File: src/rtl/uart_tx_sb_ctrl.sv
// System-bus UART transmitter: start, 8 data bits LSB first, optional even parity, 1/2 stop bits.
// Define UART_TX_FIFO_EN for a 4-entry byte FIFO; otherwise a single holding register is used.
module uart_tx_sb_ctrl #(
    parameter int CLK_FREQ   = 10_000_000,
    parameter int RESET_BAUD = 9600
) (
    input  logic        clk_i,
    input  logic        rst_i,
    input  logic        req_i,
    input  logic        write_enable_i,
    input  logic [31:0] addr_i,
    input  logic [31:0] write_data_i,
    output logic [31:0] read_data_o,
    output logic        tx_o
);
    localparam logic [19:0] RESET_DIV = 20'(CLK_FREQ / RESET_BAUD);

    typedef enum logic [2:0] {IDLE, START, DATA, PARITY, STOP} state_t;

    state_t      state_q, state_d;
    logic [19:0] cnt_q, cnt_d;
    logic [19:0] divisor_q, divisor_d;
    logic [19:0] fdiv_q, fdiv_d;
    logic [2:0]  bit_idx_q, bit_idx_d;
    logic        stop_cnt_q, stop_cnt_d;
    logic        fpar_en_q, fpar_en_d;
    logic        fstop2_q, fstop2_d;
    logic        par_bit_q, par_bit_d;
    logic        par_en_q, par_en_d;
    logic        stop_bits_q, stop_bits_d;
    logic        tx_q, tx_d;
    logic [7:0]  shreg_q, shreg_d;
    logic [31:0] read_data_q, read_data_d;

    logic        wr_en, rd_en, soft_rst, data_wr;
    logic        pop, start_frame, q_empty, full, busy;
    logic [7:0]  q_head;
    logic        unused_bits;

    assign wr_en       = req_i & write_enable_i;
    assign rd_en       = req_i & ~write_enable_i;
    assign soft_rst    = wr_en && (addr_i == 32'h24) && write_data_i[0];
    assign data_wr     = wr_en && (addr_i == 32'h00);
    assign busy        = (state_q != IDLE) || !q_empty;
    assign unused_bits = ^write_data_i[31:20];
    assign tx_o        = tx_q;
    assign read_data_o = read_data_q;

`ifdef UART_TX_FIFO_EN
    // Extra pointer bit separates full from empty when the low bits match.
    logic [7:0] fifo_q [4];
    logic [7:0] fifo_d [4];
    logic [2:0] wr_ptr_q, wr_ptr_d, rd_ptr_q, rd_ptr_d;

    assign q_empty = (wr_ptr_q == rd_ptr_q);
    assign full    = (wr_ptr_q[1:0] == rd_ptr_q[1:0]) && (wr_ptr_q[2] != rd_ptr_q[2]);
    assign q_head  = fifo_q[rd_ptr_q[1:0]];

    always_comb begin
        fifo_d   = fifo_q;
        wr_ptr_d = wr_ptr_q;
        rd_ptr_d = rd_ptr_q;
        if (data_wr && (!full || pop)) begin
            fifo_d[wr_ptr_q[1:0]] = write_data_i[7:0];
            wr_ptr_d              = wr_ptr_q + 3'd1;
        end
        if (pop) rd_ptr_d = rd_ptr_q + 3'd1;
        if (soft_rst) begin
            wr_ptr_d = 3'd0;
            rd_ptr_d = 3'd0;
        end
    end

    always_ff @(posedge clk_i or posedge rst_i) begin
        if (rst_i) begin
            wr_ptr_q <= 3'd0;
            rd_ptr_q <= 3'd0;
            for (int i = 0; i < 4; i++) fifo_q[i] <= 8'd0;
        end else begin
            wr_ptr_q <= wr_ptr_d;
            rd_ptr_q <= rd_ptr_d;
            fifo_q   <= fifo_d;
        end
    end
`else
    logic       hold_valid_q, hold_valid_d;
    logic [7:0] hold_data_q, hold_data_d;

    assign q_empty = !hold_valid_q;
    assign full    = busy;
    assign q_head  = hold_data_q;

    always_comb begin
        hold_valid_d = hold_valid_q;
        hold_data_d  = hold_data_q;
        if (pop) hold_valid_d = 1'b0;
        if (data_wr && !busy) begin
            hold_valid_d = 1'b1;
            hold_data_d  = write_data_i[7:0];
        end
        if (soft_rst) hold_valid_d = 1'b0;
    end

    always_ff @(posedge clk_i or posedge rst_i) begin
        if (rst_i) begin
            hold_valid_q <= 1'b0;
            hold_data_q  <= 8'd0;
        end else begin
            hold_valid_q <= hold_valid_d;
            hold_data_q  <= hold_data_d;
        end
    end
`endif

    // Transmit FSM; tx is registered so each level is launched on the transition edge.
    always_comb begin
        state_d     = state_q;
        cnt_d       = cnt_q;
        bit_idx_d   = bit_idx_q;
        stop_cnt_d  = stop_cnt_q;
        shreg_d     = shreg_q;
        par_bit_d   = par_bit_q;
        fdiv_d      = fdiv_q;
        fpar_en_d   = fpar_en_q;
        fstop2_d    = fstop2_q;
        tx_d        = tx_q;
        pop         = 1'b0;
        start_frame = 1'b0;
        case (state_q)
            IDLE: if (!q_empty) start_frame = 1'b1;
            START: begin
                if (cnt_q == 20'd0) begin
                    state_d   = DATA;
                    cnt_d     = fdiv_q - 20'd1;
                    bit_idx_d = 3'd0;
                    tx_d      = shreg_q[0];
                end else cnt_d = cnt_q - 20'd1;
            end
            DATA: begin
                if (cnt_q == 20'd0) begin
                    cnt_d = fdiv_q - 20'd1;
                    if (bit_idx_q == 3'd7) begin
                        if (fpar_en_q) begin
                            state_d = PARITY;
                            tx_d    = par_bit_q;
                        end else begin
                            state_d    = STOP;
                            tx_d       = 1'b1;
                            stop_cnt_d = fstop2_q;
                        end
                    end else begin
                        bit_idx_d = bit_idx_q + 3'd1;
                        shreg_d   = {1'b0, shreg_q[7:1]};
                        tx_d      = shreg_q[1];
                    end
                end else cnt_d = cnt_q - 20'd1;
            end
            PARITY: begin
                if (cnt_q == 20'd0) begin
                    state_d    = STOP;
                    cnt_d      = fdiv_q - 20'd1;
                    tx_d       = 1'b1;
                    stop_cnt_d = fstop2_q;
                end else cnt_d = cnt_q - 20'd1;
            end
            STOP: begin
                if (cnt_q == 20'd0) begin
                    if (stop_cnt_q) begin
                        stop_cnt_d = 1'b0;
                        cnt_d      = fdiv_q - 20'd1;
                    end else if (!q_empty) start_frame = 1'b1;
                    else state_d = IDLE;
                end else cnt_d = cnt_q - 20'd1;
            end
            default: state_d = IDLE;
        endcase
        if (start_frame) begin
            pop       = 1'b1;
            state_d   = START;
            tx_d      = 1'b0;
            cnt_d     = divisor_q - 20'd1;
            fdiv_d    = divisor_q;
            fpar_en_d = par_en_q;
            fstop2_d  = stop_bits_q;
            shreg_d   = q_head;
            par_bit_d = ^q_head;
        end
        if (soft_rst) begin
            pop        = 1'b0;
            state_d    = IDLE;
            tx_d       = 1'b1;
            cnt_d      = 20'd0;
            bit_idx_d  = 3'd0;
            stop_cnt_d = 1'b0;
        end
    end

    always_comb begin
        divisor_d   = divisor_q;
        par_en_d    = par_en_q;
        stop_bits_d = stop_bits_q;
        read_data_d = read_data_q;
        if (wr_en) begin
            case (addr_i)
                32'h0C: if (!busy) divisor_d = (write_data_i[19:0] < 20'd2) ? 20'd2 : write_data_i[19:0];
                32'h10: par_en_d = write_data_i[0];
                32'h14: stop_bits_d = write_data_i[0];
                default: ;
            endcase
        end
        if (rd_en) begin
            case (addr_i)
                32'h08:  read_data_d = {31'd0, busy};
                32'h0C:  read_data_d = {12'd0, divisor_q};
                32'h10:  read_data_d = {31'd0, par_en_q};
                32'h14:  read_data_d = {31'd0, stop_bits_q};
                32'h18:  read_data_d = {31'd0, full};
                default: read_data_d = 32'd0;
            endcase
        end
        if (soft_rst) begin
            divisor_d   = RESET_DIV;
            par_en_d    = 1'b0;
            stop_bits_d = 1'b0;
            read_data_d = 32'd0;
        end
    end

    always_ff @(posedge clk_i or posedge rst_i) begin
        if (rst_i) begin
            state_q     <= IDLE;
            cnt_q       <= 20'd0;
            divisor_q   <= RESET_DIV;
            fdiv_q      <= RESET_DIV;
            bit_idx_q   <= 3'd0;
            stop_cnt_q  <= 1'b0;
            fpar_en_q   <= 1'b0;
            fstop2_q    <= 1'b0;
            par_bit_q   <= 1'b0;
            par_en_q    <= 1'b0;
            stop_bits_q <= 1'b0;
            tx_q        <= 1'b1;
            shreg_q     <= 8'd0;
            read_data_q <= 32'd0;
        end else begin
            state_q     <= state_d;
            cnt_q       <= cnt_d;
            divisor_q   <= divisor_d;
            fdiv_q      <= fdiv_d;
            bit_idx_q   <= bit_idx_d;
            stop_cnt_q  <= stop_cnt_d;
            fpar_en_q   <= fpar_en_d;
            fstop2_q    <= fstop2_d;
            par_bit_q   <= par_bit_d;
            par_en_q    <= par_en_d;
            stop_bits_q <= stop_bits_d;
            tx_q        <= tx_d;
            shreg_q     <= shreg_d;
            read_data_q <= read_data_d;
        end
    end
endmodule

File: config.mk
export PLATFORM = sky130hd
export DESIGN_NAME = uart_tx_sb_ctrl
export DESIGN_NICKNAME = d
export VERILOG_FILES = /design/src/rtl/uart_tx_sb_ctrl.sv
export SDC_FILE = /design/constraint.sdc
export NUM_CORES = 1
export LEC_CHECK = 0
export BUFFER_PORTS_ARGS = -buffer_cell sky130_fd_sc_hd__clkbuf_2
export CAP_MARGIN = 20
export CORE_UTILIZATION = 52
export DETAILED_ROUTE_END_ITERATION = 8
export PLACE_DENSITY_LB_ADDON = 0.12
export REMOVE_ABC_BUFFERS = 1
export SLEW_MARGIN = 20
export SYNTH_ARGS = -nofsm -noshare
export SYNTH_HDL_FRONTEND = slang
export SYNTH_SLANG_ARGS = --single-unit
export TNS_END_PERCENT = 20
File: constraint.sdc
create_clock -name clk_i -period 8.5 [get_ports clk_i]
set_input_delay 1.7 -clock clk_i [delete_from_list [all_inputs] [get_ports clk_i]]
set_output_delay 1.7 -clock clk_i [all_outputs]
set_load 0.02 [all_outputs]
# After elaboration in Yosys (flattened, before gate mapping)
# Cells that the tools add are included.
# word_totals
in_bits,68
regBits,122
# classes
addsub,4
n_reduce_logical,34
mux,64
n_eq_ne,29
bitwise_logic,3
order_cmp,1
# op_table
op,count
20-bit 2-to-1 mux,10
"32-bit by 5-bit == test with 1-bit output, second input constant",3
20-bit one-hot mux with 4 select lines,1
"32-bit by 4-bit == test with 1-bit output, second input constant",2
32-bit 2-to-1 mux,2
"20-bit by 1-bit subtractor with 20-bit output, second input constant",3
3-bit 2-to-1 mux,14
20-bit one-hot mux with 2 select lines,1
"32-bit by 6-bit == test with 1-bit output, second input constant",1
32-bit logical NOT,1
8-bit 2-to-1 mux,4
"4-bit != test, second input constant",7
1-bit 2-to-1 mux,27
"3-bit != test, second input constant",8
20-bit logical NOT,1
"20-bit by 2-bit less-than comparator with 1-bit output, second input constant",1
3-bit one-hot mux with 5 select lines,1
2-bit nonzero test,7
3-bit nonzero test,3
4-bit AND reduction,2
8-bit AND reduction,1
4-bit nonzero test,2
8-bit XOR reduction,1
"3-bit by 2-bit == test with 1-bit output, second input constant",2
20 further kinds,30

# Longest topological paths before layout
# Gate-level depths: netlist of run 1.
# logic_depth
ltp_word,9
mapped_depth,11

# Worst setup path after synthesis of run 1
# No wires, ideal clock.
# synth_timing
path_kind,input port to flip-flop
from,input port addr_i[2]
to,register cnt_q[11]
slack_ns,4.928
setup_ns,0.121
required_ns,8.379
path_stages,9
arrival_time_ns,3.451
cell_sequence,clkbuf_1 -> nor4bb_1 -> nand4_1 -> clkbuf_1 -> nand2_1 -> nor3b_2 -> nor2_1 -> clkbuf_1 -> a22o_1
# synth_between
elab_chain_cells,5
word_cells_on_any_way,7
# synth_lines
element,line,source
"start, declared",11,"input logic [31:0] addr_i,"
32-bit by 6-bit == test with 1-bit output (*),42,assign soft_rst = wr_en && (addr_i == 32'h24) && write_data_i[0];
1-bit logical AND (*) (2 in a row),42,
5-bit != test (no source line) or 4-bit nonzero test (tied branches),--,
2-bit AND reduction (no source line),--,
"end signal, assigned",247,cnt_q <= cnt_d;
"end, declared",21,"logic [19:0] cnt_q, cnt_d;"
# Every way passes the cells marked *; elsewhere a longest branch is shown, timed or not.
# A chain may end at the register's enable or synchronous reset.

# Worst setup path after layout of run 1
# layout_timing
from,input port addr_i[1]
to,register cnt_q[19]
# Same word-level chain as after synthesis.

==> impl_metrics.yaml, run 1 <==
power:
  power_density_nw_per_um2: 134
  ir_worst_vdd_mv: 0.0867
  leakage_nw: 3.12
clock_network:
  clk-insertion-delay-late_ns: 0.38
  cts_hold_buf: 0
  cts.sink_count: 110
  clk_pin_slew_ns: 0.11
  cts_inserted_buffers: 9
  cell_at_the_root_of_the_clock_tree: "clkbuf_8"
  tritoncts_clock_tree: "built"
  cts.repair.resized: 0
  max-clock-path-buffers: 2
  h-tree-depth: 3
  postCtsSetupRepairBufs: 0
synthesis:
  synth_cell_type_count: 61
  synth_mux_area_share_pct: 1.74
  synth-simple-area-share_pct: 24.6
  yosysTopAreaCellShare_pct: 44.3
  synth_enable_flop_cells: 0
  ys_seq_area_share_pct: 47.5
  top_ff_cell_synth: "dfrtp_1"
  synth_fa_ha_area_share_pct: 0.645
  post_synthesis_average_cell_area_um2: 8.98
  synth_top_family_by_area: "simple AND/OR/NAND/NOR gates"
  yosys_register_bits: 110
  syn-instance-count: 648
  synth-compound-area-share_pct: 17.1
  post_synthesis_instance_area_um2: 5820
  synth-async-reset-ratio_pct: 100
  synth_largest_area_cell: "dfrtp_1"
  synth_area_leaders: "dfrtp_1, nand2_1, a22o_1"
  synth.yosys.warnings: 0
  synthXorXnorAreaFrac_pct: 3.61
die:
  rows: 38
  fp.dieH_um: 108
  num_io_pins: 101
  dieArea_um2: 11600
  start_util_pct: 53.4
  chipWidth_um: 108
  design.core.area_um2: 10900
routing:
  avgRoutedWirePerCell_um: 16.5
  routed_via_density: 5.85
  drc_marker_count_from_the_first_detailed_route_iteration: 360
  post-route-drc-count: 0
  via_count: 4986
  drtAntennaViolNets: 0
  drt_pass1_iterations: 6
  wl_mm: 14.1
critical_path:
  setup.worst_path.end_class: "register"
  worst-endpoint-required_ns: 8.82
  arrival_time_at_the_worst_endpoint_ns: 4.50
  r2r-start: "cnt_q[6]"
  r2r_cells: 9
  setup.worst_path.class: "input pin to register"
  startpoint_type: "input pin"
  worstPathMaxFanout: 28
  r2r_slack_ns: 4.80
  regToRegEndpoint: "cnt_q[19]"
global_route:
  number_of_global_route_vias_before_repair: 4582
  global_route_wire_length_before_repair_mm: 23.1
  number_of_antenna_violations_at_the_first_check_in_global_routing: 0
  grt_usage_pct: 25.7
  largest_net_degree_at_the_start_of_global_routing: 80
  grt_overflow: 0
timing:
  fin_setup_tns_ns: 0
  endpoints_failing_hold: 0
  hold_ws_ns: 0.464
  timing.final.crit_period_ns: 4.18
  final-max-slew-violation-count: 0
  max-slew-margin-rel_pct: 35.4
  fin_crit_sh_pct: 49.2
  max_slew.worst_pin.slew_ns: 0.969
  finalSetupViolCount: 0
  finClkSkew_ns: 0.00876
  max_freq_mhz: 239
  rsz0062_at_grt: "false"
placement:
  gp_congestion: 0.870
  buffer_ports.inserted: 76
  dp_hpwl_mm: 10.1
worst_hold_path:
  hold_depth: 2
  hold-path-endpoint: "fdiv_q[0]"
  min_from: "fdiv_q[0]"
  timing.hold.worst.class: "register to register"
layout:
  most_common_cell_after_layout_fill_and_taps_aside: "nand2_1"
  flow.area_growth_from_synthesis_pct: 10.6
  diodes: 0
  most-common-layout-cells: "nand2_1, dfrtp_1, clkbuf_2"
  nets: 778
  post_route_cells_drive_above_1_share_pct: 18.8
run:
  max_cap_viol_count: 0
outcome:
  status: "complete, no violations"
==> sequential cells by signal, summed over array words and instances (netlist names) <==
signal and cells:
stop_bits_q 1, bit_idx_q 3, stop_cnt_q 1, fstop2_q 1, tx_o 1, divisor_q 20, shreg_q 8, par_en_q 1
fdiv_q 20, state_q 3, fpar_en_q 1, cnt_q 20, hold_valid_q 1, par_bit_q 1, hold_data_q 8, read_data_o 20
==> routing by layer <==
metal | global-route usage (%) | vias to the layer above | share of wire [%]
li1 | - | 2396 | -
met1 | 37.8 | 2385 | 47
met2 | 39.3 | 186 | 45
met3 | 3.69 | 19 | 6.4
met4 | 7.93 | 0 | 1.6
met5 | 0 | - | 0
==> cells by family after synthesis <==
logic type               count (synthesis)
AND/OR/NAND/NOR                        308
AO/OA/AOI/OAI                          139
flip-flops                             110
buffers and inverters                   54
XOR/XNOR                                24
multiplexers                             9
adder cells (fa/ha/maj)                  3
other                                    1
==> layout make-up <==
| type | instances | area, um^2 |
|---|---|---|
| Clock buffer | 10 | 128 |
| Multi-Input combinational cell | 495 | 2840 |
| Tap cell | 140 | 175 |
| Clock inverter | 6 | 55.1 |
| Fill cell | 955 | 4460 |
| Sequential cell | 110 | 2760 |
| Inverter | 6 | 25.0 |
| Timing Repair Buffer | 85 | 448 |
==> how the worst max path moves through the flow <==
stage                        end  startpoint  depth (start not counted)
floorplan           bit_idx_q[0]       rst_i                          1
global placement       cnt_q[11]   addr_i[1]                         10
detailed placement     cnt_q[15]   addr_i[1]                         10
CTS                    cnt_q[19]   addr_i[1]                         10
global route           cnt_q[19]   addr_i[1]                         10
finish                 cnt_q[19]   addr_i[1]                         10
==> critical path, stage by stage <==
cell and delay (ns):
clkbuf_2 0.08, nor4_1 0.28, nand4_1 0.16, nor2_1 0.18, nand4_1 0.53, nand2_1 0.36, nor3b_2 0.08, buf_4 0.23
nor2_1 0.66, a22o_1 0.23
==> where the power goes <==
part / switching [mW] / internal, mW / leakage, nW
clock network: 0.189 / 0.113 / 0.0869
logic: 0.0262 / 0.0124 / 1.57
registers: 0.0000372 / 0.523 / 1.47
total: 0.215 / 0.648 / 3.12
==> metrics by stage <==
stage / setup WS, ns / instances / area, um^2 / total power, mW / util [%]
finish: 4.32 / 852 / 6430 / 0.863 / 59.1
global route: 4.09 / 852 / 6430 / 0.899 / 59.1
CTS: 4.31 / 852 / 6430 / 0.874 / 59.1
detailed placement: 3.91 / 836 / 6250 / 0.573 / 57.4
global placement: 3.97 / 836 / 6250 / 0.572 / 57.4
floorplan: 3.91 / 611 / 5600 / 0.551 / -
==> synthesized netlist by cell type, types with 2 or more instances <==
master,count
nor2_1,75
or4_4,2
nor2b_1,5
nand3b_1,2
or4b_4,2
o32ai_1,9
and2_1,2
inv_1,6
o21ai_0,32
mux2_2,9
nand4_1,5
dfstp_2,7
a22o_1,34
nand3_1,8
xnor2_1,16
nand4_2,2
nor3b_1,3
nor3_1,19
buf_4,13
buf_6,3
nor4_1,16
a31oi_1,12
xor2_1,8
nand2_1,150
o31ai_1,17
and3_1,2
nand4b_1,2
a22oi_1,11
buf_2,3
clkbuf_1,27
a21oi_1,10
nor4b_2,3
dfrtp_1,103
ha_1,3
No activity file was read; power rests on OpenSTA's default activity.
==> run 2, diff against run 1 <==
--- a/config.mk
+++ b/config.mk
@@ -7,7 +7,7 @@
 export LEC_CHECK = 0
 export BUFFER_PORTS_ARGS = -buffer_cell sky130_fd_sc_hd__clkbuf_2
 export CAP_MARGIN = 20
-export CORE_UTILIZATION = 52
+export CORE_UTILIZATION = 51
 export DETAILED_ROUTE_END_ITERATION = 8
 export PLACE_DENSITY_LB_ADDON = 0.12
 export REMOVE_ABC_BUFFERS = 1
==> constraint.sdc (replaced) <==
create_clock -name clk_i -period 3.8 [get_ports clk_i]
set_input_delay 0.76 -clock clk_i [delete_from_list [all_inputs] [get_ports clk_i]]
set_output_delay 0.76 -clock clk_i [all_outputs]
set_load 0.02 [all_outputs]
==> impl_metrics.yaml, run 2 (synthesis results as in run 1) <==
timing:
  finClkSkew_ns: 0.0111
  fin_crit_sh_pct: 80.3
  finalSetupViolCount: 0
  max_freq_mhz: 328
  hold_ws_ns: 0.437
  timing.final.crit_period_ns: 3.05
  final-max-slew-violation-count: 0
  endpoints_failing_hold: 0
  max-slew-margin-rel_pct: 44.0
  max_slew.worst_pin.slew_ns: 0.840
  rsz0062_at_grt: "false"
power:
  ir_worst_vdd_mv: 0.324
  power_density_nw_per_um2: 332
  leakage_nw: 3.21
critical_path:
  worst-endpoint-required_ns: 4.05
  worstPathMaxFanout: 15
  setup.worst_path.class: "register to register"
  arrival_time_at_the_worst_endpoint_ns: 3.30
  startpoint_type: "register"
  setup.worst_path.end_class: "register"
die:
  num_io_pins: 101
  chipWidth_um: 109
  rows: 38
  dieArea_um2: 11800
  start_util_pct: 53.0
  design.core.area_um2: 11000
  fp.dieH_um: 109
clock_network:
  cts.sink_count: 110
  h-tree-depth: 3
  cell_at_the_root_of_the_clock_tree: "clkbuf_16"
  cts.repair.resized: 0
  cts_inserted_buffers: 9
  max-clock-path-buffers: 2
  tritoncts_clock_tree: "built"
  clk_pin_slew_ns: 0.08
  cts_hold_buf: 0
  postCtsSetupRepairBufs: 0
  clk-insertion-delay-late_ns: 0.36
routing:
  drc_marker_count_from_the_first_detailed_route_iteration: 421
  via_count: 4890
  routed_via_density: 5.69
  avgRoutedWirePerCell_um: 16.1
  drtAntennaViolNets: 0
  post-route-drc-count: 0
  drt_pass1_iterations: 5
  wl_mm: 13.8
worst_hold_path:
  timing.hold.worst.class: "input pin to async pin"
layout:
  nets: 785
  filler_cell_count: 926
  postLayoutCellArea_um2: 6600
  diodes: 0
  most-common-layout-cells: "nand2_1, dfrtp_1, clkbuf_2"
  most_common_cell_after_layout_fill_and_taps_aside: "nand2_1"
  flow.area_growth_from_synthesis_pct: 13.5
  instances_no_fill: 859
  post_route_cells_drive_above_1_share_pct: 19.5
  utilization_pct: 60.1
global_route:
  number_of_global_route_vias_before_repair: 4671
  largest_net_degree_at_the_start_of_global_routing: 67
  number_of_antenna_violations_at_the_first_check_in_global_routing: 0
  grt_usage_pct: 25.4
  global_route_wire_length_before_repair_mm: 23.3
  grt_overflow: 0
outcome:
  status: "complete, no violations"
placement:
  buffer_ports.inserted: 76
  dp_cells: 843
  gp_congestion: 0.870
  placed_area_um2: 6310
  dp_hpwl_mm: 10.2
run:
  max_cap_viol_count: 0
[run 2: cell types whose count changed in the layout (fill, tap and decap cells not counted), sizes merged]
cell,change
buf,+7
clkinv,+1
clkinvlp,-1
[run 2: critical path: stages (launching register included)]
cell and delay, ns:
dfrtp_1 0.56, or4b_4 0.70, nor2_1 0.13, a31oi_1 0.12, a22oi_1 0.37, nand4_1 0.40
nor4b_2 0.36, xnor2_1 0.10, a22o_1 0.20
[run 2: path summary, 6_finish.rpt]
check,cells past startpoint,to,slack (ns),start
min reg2reg,2,fdiv_q[0],0.47,fdiv_q[0]
max reg2reg,8,cnt_q[19],0.75,state_q[0]
max,8,cnt_q[19],0.75,state_q[0]
max in group asynchronous,3,tx_o,2.57,rst_i
min,2,read_data_o[15],0.44,rst_i
min in group clk_i,2,fdiv_q[0],0.47,fdiv_q[0]
[run 2: layout make-up]
type	instances	area (um^2)	area share (%)
flip-flops and latches	110	2760	41.8
clock buffers	10	229	3.47
clock inverters	6	61.3	0.929
repair buffers	92	513	7.77
well taps	140	175	2.65
multi-input cells	495	2840	43.0
inverters	6	25.0	0.379
[run 2: report_power, final]
part / total [mW] / internal (mW) / leakage [nW] / switching, mW
combinational: 0.0886 / 0.0291 / 1.60 / 0.0595
sequential: 1.17 / 1.17 / 1.47 / 0.0000904
clock: 0.932 / 0.462 / 0.138 / 0.470
total: 2.19 / 1.66 / 3.21 / 0.530
[run 2: through the flow]
| stage | setup slack (ns) | TNS, ns | power [mW] |
|---|---|---|---|
| final | 0.748 | 0 | 2.19 |
| after global routing | 0.418 | 0 | 2.27 |
| after CTS | 0.764 | 0 | 2.21 |
| after detailed placement | 0.769 | 0 | 1.28 |
| after global placement | 0.827 | 0 | 1.28 |
| after floorplan | -0.703 | -10.01 | 1.23 |
[run 2: layer usage]
layer  GRT usage, %  up-vias  routed length [um]  part of all wire, %
met2           39.3      129                6340                   46
li1               -     2405                   -                    -
met1           36.6     2340                6720                   49
met4           7.43        0                 201                  1.5
met3           4.24       16                 568                  4.1
met5              0        -                   0                    0
